### config.mk
export PLATFORM = sky130hd
export DESIGN_NAME = sme_param_flat
export DESIGN_NICKNAME = d
export VERILOG_FILES = /design/src/rtl/sme_param_pkg.sv /design/src/rtl/sme_param_if.sv /design/src/rtl/sme_param_window_cmp.sv /design/src/rtl/sme_param.sv /design/src/flat_wrapper.sv
export SDC_FILE = /design/constraint.sdc
export NUM_CORES = 1
export LEC_CHECK = 0
export CAP_MARGIN = 20
export CORE_ASPECT_RATIO = 1.1
export CORE_UTILIZATION = 45
export CTS_BUF_LIST = sky130_fd_sc_hd__clkbuf_8
export DETAILED_ROUTE_END_ITERATION = 10
export HOLD_SLACK_MARGIN = 0.08
export PLACE_DENSITY = 0.56
export SETUP_SLACK_MARGIN = 0.5
export SLEW_MARGIN = 20
export SYNTH_ARGS = -nofsm -noshare
export SYNTH_HDL_FRONTEND = slang
export SYNTH_SLANG_ARGS = --single-unit
### constraint.sdc
create_clock -name clk -period 7.2 [get_ports clk]
set_input_delay 1.44 -clock clk [delete_from_list [all_inputs] [get_ports clk]]
set_output_delay 1.44 -clock clk [all_outputs]
set_load 0.01 [all_outputs]
### src/rtl/sme_param_pkg.sv
// Shared definitions for the sme_param string-match engine.
//   - ASCII codes for the pattern meta-characters and the word separator
//   - FSM state enum (also driven out on the top-level debug port)
//   - char_eq: character equality, case-folding or exact
// Build option: SME_CASE_FOLD_EN -- when defined, ASCII letters compare equal
// to their other case. When undefined, bytes are compared exactly and no
// folding logic exists.
package sme_pkg;

  localparam logic [7:0] CH_START = 8'h5E;  // '^' word-start anchor
  localparam logic [7:0] CH_END   = 8'h24;  // '$' word-end anchor
  localparam logic [7:0] CH_ANY   = 8'h2E;  // '.' any single character
  localparam logic [7:0] CH_SPACE = 8'h20;  // word separator

  typedef enum logic [2:0] {
    IDLE,
    LOAD_STR,
    LOAD_PAT,
    SEARCH,
    DONE
  } sme_state_e;

  // Characters are widened to 32 bits by the caller so one function serves
  // any CHAR_W.
`ifdef SME_CASE_FOLD_EN
  function automatic logic [31:0] fold_case(input logic [31:0] c);
    if (c >= 32'h41 && c <= 32'h5A) return c | 32'h20;
    return c;
  endfunction

  function automatic logic char_eq(input logic [31:0] a, input logic [31:0] b);
    return fold_case(a) == fold_case(b);
  endfunction
`else
  function automatic logic char_eq(input logic [31:0] a, input logic [31:0] b);
    return a == b;
  endfunction
`endif

  // Meta-character detection is always exact.
  function automatic logic is_code(input logic [31:0] c, input logic [7:0] code);
    return c == {24'h0, code};
  endfunction

endpackage

### src/rtl/sme_param_if.sv
// Host byte-stream interface of the string-match engine.
//   chardata    host -> engine  character
//   isstring    host -> engine  chardata is a subject-string character
//   ispattern   host -> engine  chardata is a pattern character
//   match       engine -> host  result is a match (qualified by valid)
//   match_index engine -> host  start index of the match, 0 on no match
//   valid       engine -> host  one-cycle result strobe
//   busy        engine -> host  searching / reporting
// Handshake: there is no ready signal. A character is taken on every clock
// where isstring or ispattern is high and busy is low; characters presented
// while busy is high are dropped. valid is a single-cycle strobe with no
// backpressure; match and match_index stay stable until the next strobe.
interface sme_param_if #(
  parameter int CHAR_W = 8,
  parameter int IDX_W  = 5
);
  logic [CHAR_W-1:0] chardata;
  logic              isstring;
  logic              ispattern;
  logic              match;
  logic [IDX_W-1:0]  match_index;
  logic              valid;
  logic              busy;

  modport master (
    output chardata, isstring, ispattern,
    input  match, match_index, valid, busy
  );

  modport slave (
    input  chardata, isstring, ispattern,
    output match, match_index, valid, busy
  );
endinterface

### src/rtl/sme_param_window_cmp.sv
// sme_window_cmp: combinational test of one candidate start position.
//   win        string characters at s .. s+PAT_MAX (0 past the buffer end)
//   prev_char  string character at s-1 (don't care when s_zero)
//   s_zero     candidate is the first string position
//   at_str_end s + core_len equals the stored string length
//   core       pattern with anchors stripped, core_len valid entries
//   lead/trail word-start / word-end anchors present
//   hit        candidate satisfies core, lead and trail conditions
// The length bound (s + core_len <= str_len) is checked by the caller.
module sme_window_cmp
  import sme_pkg::*;
#(
  parameter int PAT_MAX = 8,
  parameter int CHAR_W  = 8,
  parameter int PL_W    = $clog2(PAT_MAX + 1)
) (
  input  logic [PAT_MAX:0][CHAR_W-1:0]   win,
  input  logic [CHAR_W-1:0]              prev_char,
  input  logic                           s_zero,
  input  logic                           at_str_end,
  input  logic [PAT_MAX-1:0][CHAR_W-1:0] core,
  input  logic [PL_W-1:0]                core_len,
  input  logic                           lead,
  input  logic                           trail,
  output logic                           hit
);

  logic              core_ok;
  logic              lead_ok;
  logic              trail_ok;
  logic [CHAR_W-1:0] end_char;

  always_comb begin
    core_ok  = 1'b1;
    end_char = '0;
    // One comparator per pattern position; unused positions are ignored.
    for (int k = 0; k < PAT_MAX; k++) begin
      if (PL_W'(k) < core_len &&
          !is_code(32'(core[k]), CH_ANY) &&
          !char_eq(32'(core[k]), 32'(win[k])))
        core_ok = 1'b0;
    end
    // Character right after the core, used by the word-end anchor.
    for (int k = 0; k <= PAT_MAX; k++) begin
      if (PL_W'(k) == core_len) end_char = win[k];
    end
    lead_ok  = !lead  || s_zero     || char_eq(32'(prev_char), {24'h0, CH_SPACE});
    trail_ok = !trail || at_str_end || char_eq(32'(end_char),  {24'h0, CH_SPACE});
    hit      = core_ok && lead_ok && trail_ok;
  end

endmodule

### src/rtl/sme_param.sv
// sme_param: parametrised string-match engine.
// Loads a subject string and then a pattern byte-serially over the host
// interface, then tests one candidate start index per clock and reports the
// lowest matching index. Pattern meta-characters: '^' word start, '$' word
// end, '.' any character.
// Ports:
//   clk        rising-edge clock
//   reset      asynchronous, active-low reset
//   bus        sme_param_if slave modport (chardata/isstring/ispattern in,
//              match/match_index/valid/busy out)
//   state_dbg  current FSM state
// Build option: SME_CASE_FOLD_EN enables ASCII case-insensitive compare.
module sme_param
  import sme_pkg::*;
#(
  parameter int STR_MAX = 32,
  parameter int PAT_MAX = 8,
  parameter int CHAR_W  = 8,
  parameter int IDX_W   = $clog2(STR_MAX)
) (
  input  logic        clk,
  input  logic        reset,
  sme_param_if.slave  bus,
  output sme_state_e  state_dbg
);

  localparam int SL_W  = IDX_W + 1;             // string length / candidate
  localparam int PL_W  = $clog2(PAT_MAX + 1);   // pattern length
  localparam int PI_W  = $clog2(PAT_MAX);       // pattern buffer index
  localparam int SUM_W = ((SL_W > PL_W) ? SL_W : PL_W) + 1;  // s+len, no wrap

  localparam logic [SL_W-1:0]  STR_MAX_L = SL_W'(STR_MAX);
  localparam logic [PL_W-1:0]  PAT_MAX_L = PL_W'(PAT_MAX);
  localparam logic [SUM_W-1:0] STR_MAX_S = SUM_W'(STR_MAX);

  sme_state_e state_q, state_d;

  logic [CHAR_W-1:0] str_buf [STR_MAX];
  logic [CHAR_W-1:0] pat_buf [PAT_MAX];
  logic [SL_W-1:0]   str_len;
  logic [PL_W-1:0]   pat_len;
  logic [SL_W-1:0]   s_q;
  logic              match_q;
  logic [IDX_W-1:0]  match_index_q;

  logic              str_we, pat_we;
  logic [IDX_W-1:0]  str_waddr;
  logic [PI_W-1:0]   pat_waddr;

  logic                           lead, trail;
  logic [PI_W-1:0]                last_idx;
  logic [PL_W-1:0]                core_len;
  logic [PAT_MAX-1:0][CHAR_W-1:0] core;
  logic [PAT_MAX:0][CHAR_W-1:0]   win;
  logic [CHAR_W-1:0]              prev_char;
  logic [SUM_W-1:0]               span_end;
  logic                           at_str_end;
  logic                           search_end;
  logic                           hit;

  // ---------------- FSM: state register ----------------
  always_ff @(posedge clk or negedge reset) begin
    if (!reset) state_q <= IDLE;
    else        state_q <= state_d;
  end

  // ---------------- FSM: next state ----------------
  always_comb begin
    state_d = state_q;
    case (state_q)
      IDLE: begin
        if (bus.isstring)       state_d = LOAD_STR;
        else if (bus.ispattern) state_d = LOAD_PAT;
      end
      LOAD_STR: begin
        if (bus.isstring)       state_d = LOAD_STR;
        else if (bus.ispattern) state_d = LOAD_PAT;
        else                    state_d = IDLE;
      end
      LOAD_PAT: begin
        if (!bus.ispattern) state_d = SEARCH;
      end
      SEARCH: begin
        if (search_end || hit) state_d = DONE;
      end
      DONE:    state_d = IDLE;
      default: state_d = IDLE;
    endcase
  end

  // ---------------- FSM: outputs ----------------
  always_comb begin
    bus.busy        = (state_q == SEARCH) || (state_q == DONE);
    bus.valid       = (state_q == DONE);
    bus.match       = match_q;
    bus.match_index = match_index_q;
    state_dbg       = state_q;
  end

  // ---------------- buffer write control ----------------
  // The first character of a string or pattern always lands in slot 0.
  always_comb begin
    str_we    = 1'b0;
    str_waddr = '0;
    pat_we    = 1'b0;
    pat_waddr = '0;
    case (state_q)
      IDLE: begin
        if (bus.isstring)       str_we = 1'b1;
        else if (bus.ispattern) pat_we = 1'b1;
      end
      LOAD_STR: begin
        if (bus.isstring) begin
          if (str_len < STR_MAX_L) begin
            str_we    = 1'b1;
            str_waddr = str_len[IDX_W-1:0];
          end
        end else if (bus.ispattern) begin
          pat_we = 1'b1;
        end
      end
      LOAD_PAT: begin
        if (bus.ispattern && pat_len < PAT_MAX_L) begin
          pat_we    = 1'b1;
          pat_waddr = pat_len[PI_W-1:0];
        end
      end
      default: ;
    endcase
  end

  always_ff @(posedge clk) begin
    if (str_we) str_buf[str_waddr] <= bus.chardata;
    if (pat_we) pat_buf[pat_waddr] <= bus.chardata;
  end

  // ---------------- counters and result registers ----------------
  always_ff @(posedge clk or negedge reset) begin
    if (!reset) begin
      str_len       <= '0;
      pat_len       <= '0;
      s_q           <= '0;
      match_q       <= 1'b0;
      match_index_q <= '0;
    end else begin
      case (state_q)
        IDLE: begin
          if (bus.isstring)       str_len <= SL_W'(1);
          else if (bus.ispattern) pat_len <= PL_W'(1);
        end
        LOAD_STR: begin
          if (bus.isstring) begin
            if (str_len < STR_MAX_L) str_len <= str_len + SL_W'(1);
          end else if (bus.ispattern) begin
            pat_len <= PL_W'(1);
          end
        end
        LOAD_PAT: begin
          if (bus.ispattern) begin
            if (pat_len < PAT_MAX_L) pat_len <= pat_len + PL_W'(1);
          end else begin
            s_q <= '0;
          end
        end
        SEARCH: begin
          if (search_end) begin
            match_q       <= 1'b0;
            match_index_q <= '0;
          end else if (hit) begin
            match_q       <= 1'b1;
            match_index_q <= s_q[IDX_W-1:0];
          end else begin
            s_q <= s_q + SL_W'(1);
          end
        end
        default: ;
      endcase
    end
  end

  // ---------------- pattern decode ----------------
  always_comb begin
    last_idx = PI_W'(pat_len - PL_W'(1));
    lead     = (pat_len != '0) && is_code(32'(pat_buf[0]), CH_START);
    // A lone '^' is a lead anchor, never also a trail anchor.
    trail    = (pat_len != '0) && is_code(32'(pat_buf[last_idx]), CH_END) &&
               (pat_len > PL_W'(lead));
    core_len = pat_len - PL_W'(lead) - PL_W'(trail);
    for (int k = 0; k < PAT_MAX - 1; k++) begin
      core[k] = lead ? pat_buf[k + 1] : pat_buf[k];
    end
    core[PAT_MAX-1] = lead ? '0 : pat_buf[PAT_MAX-1];
  end

  // ---------------- string window at candidate s ----------------
  always_comb begin : window
    logic [SUM_W-1:0] idx;
    idx = '0;
    for (int k = 0; k <= PAT_MAX; k++) begin
      idx    = SUM_W'(s_q) + SUM_W'(k);
      win[k] = (idx < STR_MAX_S) ? str_buf[idx[IDX_W-1:0]] : '0;
    end
    prev_char  = (s_q != '0) ? str_buf[IDX_W'(s_q - SL_W'(1))] : '0;
    span_end   = SUM_W'(s_q) + SUM_W'(core_len);
    at_str_end = (span_end == SUM_W'(str_len));
    // No candidate left (or nothing to search): finish with no match.
    search_end = (core_len == '0) || (str_len == '0) ||
                 (span_end > SUM_W'(str_len));
  end

  sme_window_cmp #(
    .PAT_MAX (PAT_MAX),
    .CHAR_W  (CHAR_W),
    .PL_W    (PL_W)
  ) u_window_cmp (
    .win        (win),
    .prev_char  (prev_char),
    .s_zero     (s_q == '0),
    .at_str_end (at_str_end),
    .core       (core),
    .core_len   (core_len),
    .lead       (lead),
    .trail      (trail),
    .hit        (hit)
  );

endmodule

### src/flat_wrapper.sv
// flat-port wrapper written by rule: the top's interface ports become plain ports
module sme_param_flat import sme_pkg::*;
#(
  parameter int STR_MAX = 32,
  parameter int PAT_MAX = 8,
  parameter int CHAR_W  = 8,
  parameter int IDX_W   = $clog2(STR_MAX)
)
  (clk, reset, state_dbg, bus_chardata, bus_isstring, bus_ispattern, bus_match, bus_match_index, bus_valid, bus_busy);
  sme_param_if #(.CHAR_W(CHAR_W), .IDX_W(IDX_W)) bus_i ();
  input  logic clk;
  input  logic reset;
  output sme_state_e state_dbg;
  input wire logic [$bits(bus_i.chardata)-1:0] bus_chardata;
  input wire logic [$bits(bus_i.isstring)-1:0] bus_isstring;
  input wire logic [$bits(bus_i.ispattern)-1:0] bus_ispattern;
  output wire logic [$bits(bus_i.match)-1:0] bus_match;
  output wire logic [$bits(bus_i.match_index)-1:0] bus_match_index;
  output wire logic [$bits(bus_i.valid)-1:0] bus_valid;
  output wire logic [$bits(bus_i.busy)-1:0] bus_busy;
  assign bus_i.chardata = bus_chardata;
  assign bus_i.isstring = bus_isstring;
  assign bus_i.ispattern = bus_ispattern;
  assign bus_match = bus_i.match;
  assign bus_match_index = bus_i.match_index;
  assign bus_valid = bus_i.valid;
  assign bus_busy = bus_i.busy;
  sme_param #(.STR_MAX(STR_MAX), .PAT_MAX(PAT_MAX), .CHAR_W(CHAR_W), .IDX_W(IDX_W)) u_core (.clk(clk), .reset(reset), .bus(bus_i), .state_dbg(state_dbg));
endmodule
==> metrics.md, run 1 <==
| Metric | Value |
|---|---|
| Run status | complete, no violations |
| Crit path arrival time | approximately 7200 ps |
| Final count of hold timing violations | 0 |
| Synth top area share | between 30% and 40% |
| Reg clk slew, reported paths | around 60 ps |
| I/O pin total | 23 |
| Portion of the post-synthesis area used by sequential elements | between 30% and 40% |
| Hold wc startpoint | u_core.bus.match_index[0] |
| Warnings, synthesis | 0 |
| Worst reg2reg startpoint | u_core.s_q[1] |
| Fraction of final layout cells sized beyond drive strength 1 | roughly a quarter |
| Drt drc | 0 |
| Number of iterations in the first detailed-routing pass | 6 |
| Wire length per cell after detailed routing | approximately 43 um |
| Mapped cell area | 28,240 sq um |
| RSZ-0062 raised after global routing | false |
| Peak supply drop | around 0.00026 V |
| Number of global-route vias before repair | approximately 23,000 |
| Hold_ws | between 500 and 600 ps |
| Compound-cell area share of the yosys netlist | 8.672% |
| Syn Nets | between 2,000 and 2,500 |
| Sum Neg Setup Slack | 0 ps |
| Max capacitance violation total | 0 |
| Placed cell count | between 3,000 and 4,000 |
| Most used DFF post-synth | sky130_fd_sc_hd__edfxtp_1 |
| Final #Nets | around 2,400 |
| Post-DRT Antenna Nets | 0 |
| Core occupancy in the finished layout | ~50% |
| Finished layout cell area | around 30,000 sq um |
| Latest clock arrival within the worst-skew pair | around 730 ps |
| Number of distinct library cell variants in the gate-level netlist after synthesis | 94 |
| Register-to-register path setup slack | ~590 ps |
| Share of synthesized cell area in full adder, half adder and majority cells | under 10% |
| Die footprint | between 60,000 and 70,000 sq um |
| End point of the worst hold path | u_core.bus.match_index[0] |
| Initial DRC count | 3,439 |
| Remaining global-route overflow | 0 |
| DP Wirelength | roughly 110 mm |
| Die Y-Extent | 264.7 um |
| Gp weighted congestion | about 1.0 |
| Number of buffers inserted during clock tree synthesis | 57 |
| Root Buffer Master | sky130_fd_sc_hd__clkbuf_8 |
| Core box area | 61,570 sq um |
| Library cell occupying the most area in the post-synthesis netlist | sky130_fd_sc_hd__edfxtp_1 |
| Post-synth top cells | 320 x sky130_fd_sc_hd__edfxtp_1, 316 x sky130_fd_sc_hd__mux4_2, 253 x sky130_fd_sc_hd__nand2_1 |
| Share of synthesized area spent on multiplexers | between 30 and 40% |
| Detail-routed via count per cell | about 7.5 |
| Area occupied by multi-input gates | ~17,000 sq um |
| Combined flip-flop and latch cell area | 10,240 sq um |
| Maximum fanout along the worst path | 24 |
| H-tree level count | 2 |
| Critical setup path kind | flop to flop |
| Instance count along the most critical hold path | 1 |
| Finish-stage setup viols | 0 |
| Crit share post-route | between 90% and 100% |
| Largest net degree at the start of global routing | 64 |
| Worst-Margin Slew | 1281 ps |
| Average cell area after synthesis | 12.17 sq um |
| Placement Rows | 95 |
| Cell types with the largest area share after synthesis | sky130_fd_sc_hd__edfxtp_1 34%, sky130_fd_sc_hd__mux4_2 25%, sky130_fd_sc_hd__mux2i_1 7.2% |
| Fraction of registers with async set/reset | under 10% |
| Wire length of the first global-routing pass | about 190 mm |
| Slew Limit Headroom | between 10% and 20% |
| Highest clock rate | approximately 150 MHz |
| Worst clock skew | 55.27 ps |
| Count leader, synth | sky130_fd_sc_hd__edfxtp_1 |
| Number of cells in the finished layout apart from fillers | 3,220 |
| Count of buffers inserted at the top-level ports | 22 |
| Critical Path Sink Type | flop |
| Post-route setup slack | 588.2 ps |
| Combinational family with the most area after synthesis | multiplexers |
| Flip-flop and latch count after synthesis | roughly 350 |
| Number of max-slew violations in the final report | 0 |
| Required time reported for the critical path endpoint | between 7000 and 8000 ps |
| CP startpoint kind | flop |
| Clock Path Buffers | 3 |
| Pwr Density | approximately 470 nW/um^2 |
| Static leakage | approximately 10 nW |
| Combined global-route utilization of all metal layers | 43.21% |
| TritonCTS clock tree | yes |
| Area added between synthesis and finish | 9.164% |
| Post-Synth Simple-Gate Area | a little over an eighth |
| Path category of the worst min-delay check | flop to flop |
| DIE WIDTH | between 200 and 250 um |
| Reg2reg path depth | 18 |
| Gate count after technology mapping | about 2,300 |
| Number of antenna violations at the first check in global routing | 14 |
| XOR/XNOR share of the synthesized area | around 2.5% |
| Filler cells | ~5,500 |
| Number of sinks driven by the clock tree | approximately 350 |
| Sum of routed wire length over all layers | 137.9 mm |
| Overall via count from detail_route | about 24,000 |
| Number of flops mapped to enable cells by yosys | 320 |
| Setup slack at placement | roughly 540 ps |
| Final min period | roughly 6600 ps |
| Critical R2R Capture | u_core.s_q[2] |
| Post-place instance area | roughly 30,000 sq um |
| Initial cell density of the core | a little under half |
| Total design power | approximately 14 mW |
-- how the worst max path moves through the flow --
stage / slack [ps] / cells past startpoint / endpoint / startpoint
after floorplan: 640 / 31 / u_core.bus.match_index[0] / u_core.pat_len[1]
after global placement: 660 / 19 / u_core.bus.match_index[1] / u_core.s_q[1]
after detailed placement: 540 / 29 / u_core.bus.match_index[3] / u_core.pat_len[1]
after CTS: 530 / 29 / u_core.bus.match_index[3] / u_core.pat_len[1]
after global routing: 520 / 28 / u_core.bus.match_index[3] / u_core.pat_buf[0][5]
final: 590 / 18 / u_core.s_q[2] / u_core.s_q[1]
-- critical path: stages, from the launching register on --
cell and delay [ps]:
sky130_fd_sc_hd__dfrtp_4 710, sky130_fd_sc_hd__inv_1 620, sky130_fd_sc_hd__ha_4 870, sky130_fd_sc_hd__buf_12 280, sky130_fd_sc_hd__mux4_2 630, sky130_fd_sc_hd__nand2_1 120
sky130_fd_sc_hd__nand4_1 360, sky130_fd_sc_hd__nand4_1 450, sky130_fd_sc_hd__mux2_2 370, sky130_fd_sc_hd__a22o_1 200, sky130_fd_sc_hd__a211oi_1 400, sky130_fd_sc_hd__buf_4 200
sky130_fd_sc_hd__a211o_1 260, sky130_fd_sc_hd__nor4_2 80, sky130_fd_sc_hd__nand4_2 100, sky130_fd_sc_hd__buf_4 140, sky130_fd_sc_hd__nor2_4 50, sky130_fd_sc_hd__nor3_4 320
sky130_fd_sc_hd__mux2i_1 240
-- layout by cell type, fill, tap and decap left out, drive strengths merged, types with 23 or more instances in the layout --
cell and n:
inv 54, nand4 41, a2111oi 26, nand3 85, nor4 38, mux2i 204, a22oi 33, buf 133
nor3 60, and3 27, nand2 253, clkinv 23, mux2 26, a21oi 67, edfxtp 320, o21ai 57
clkbuf 57, dfrtp 25, xnor2 50, xor2 29, ha 30, nor2 124, and2 32, mux4 319
-- final cells by class --
class	count	area share [%]
timing repair buffer	147	3.844
antenna	4	0.03247
inverter	36	0.4546
tap	824	3.345
sequential	345	33.24
clock inverter	46	1.055
multi-input combinational	1761	55.49
clock buffer	57	2.545
-- cells by family after synthesis --
kind of cell | count (synthesis)
DFF | 345
and+or+nand+nor | 754
adders and majority gates | 32
buffers and inverters | 214
AOI/OAI and AO/OA | 347
xor gates and xnor gates | 79
muxes | 549
-- flip-flops by register name (all words and copies together), names as in the netlist --
register,count
u_core.bus.match,1
u_core.state_dbg,3
u_core.s_q,6
u_core.pat_len,4
u_core.str_buf,256
u_core.str_len,6
u_core.pat_buf,64
u_core.bus.match_index,5
-- power by group --
group          total [mW]  switching [mW]  internal [mW]
sequential           2.43           0.148           2.28
clock                1.76           0.873          0.890
combinational        10.2            6.40           3.80
total                14.4            7.42           6.97
-- routing by layer --
layer,global-route usage [%],wire [um]
met1,55.53,50280
met2,63.08,60030
met3,11.93,15920
met4,30.17,11530
met5,0,135
-- timing repair --
item,4_1_cts,5_1_grt
gates resized for setup,0,6
buffers inserted,0,3
endpoints found under the setup margin,0,15
hold endpoints to repair,0,0
hold buffers,0,0
Note: power is estimated with default switching activity, not from simulation.
==> run 2: changes to the inputs <==
--- a/config.mk
+++ b/config.mk
@@ -13,6 +13,7 @@
 export HOLD_SLACK_MARGIN = 0.08
 export PLACE_DENSITY = 0.56
 export SETUP_SLACK_MARGIN = 0.5
+export SKIP_LAST_GASP = 1
 export SLEW_MARGIN = 20
 export SYNTH_ARGS = -nofsm -noshare
 export SYNTH_HDL_FRONTEND = slang
==> results of run 2 <==
No change in the layout: final DEF, timing and power equal those of run 1.
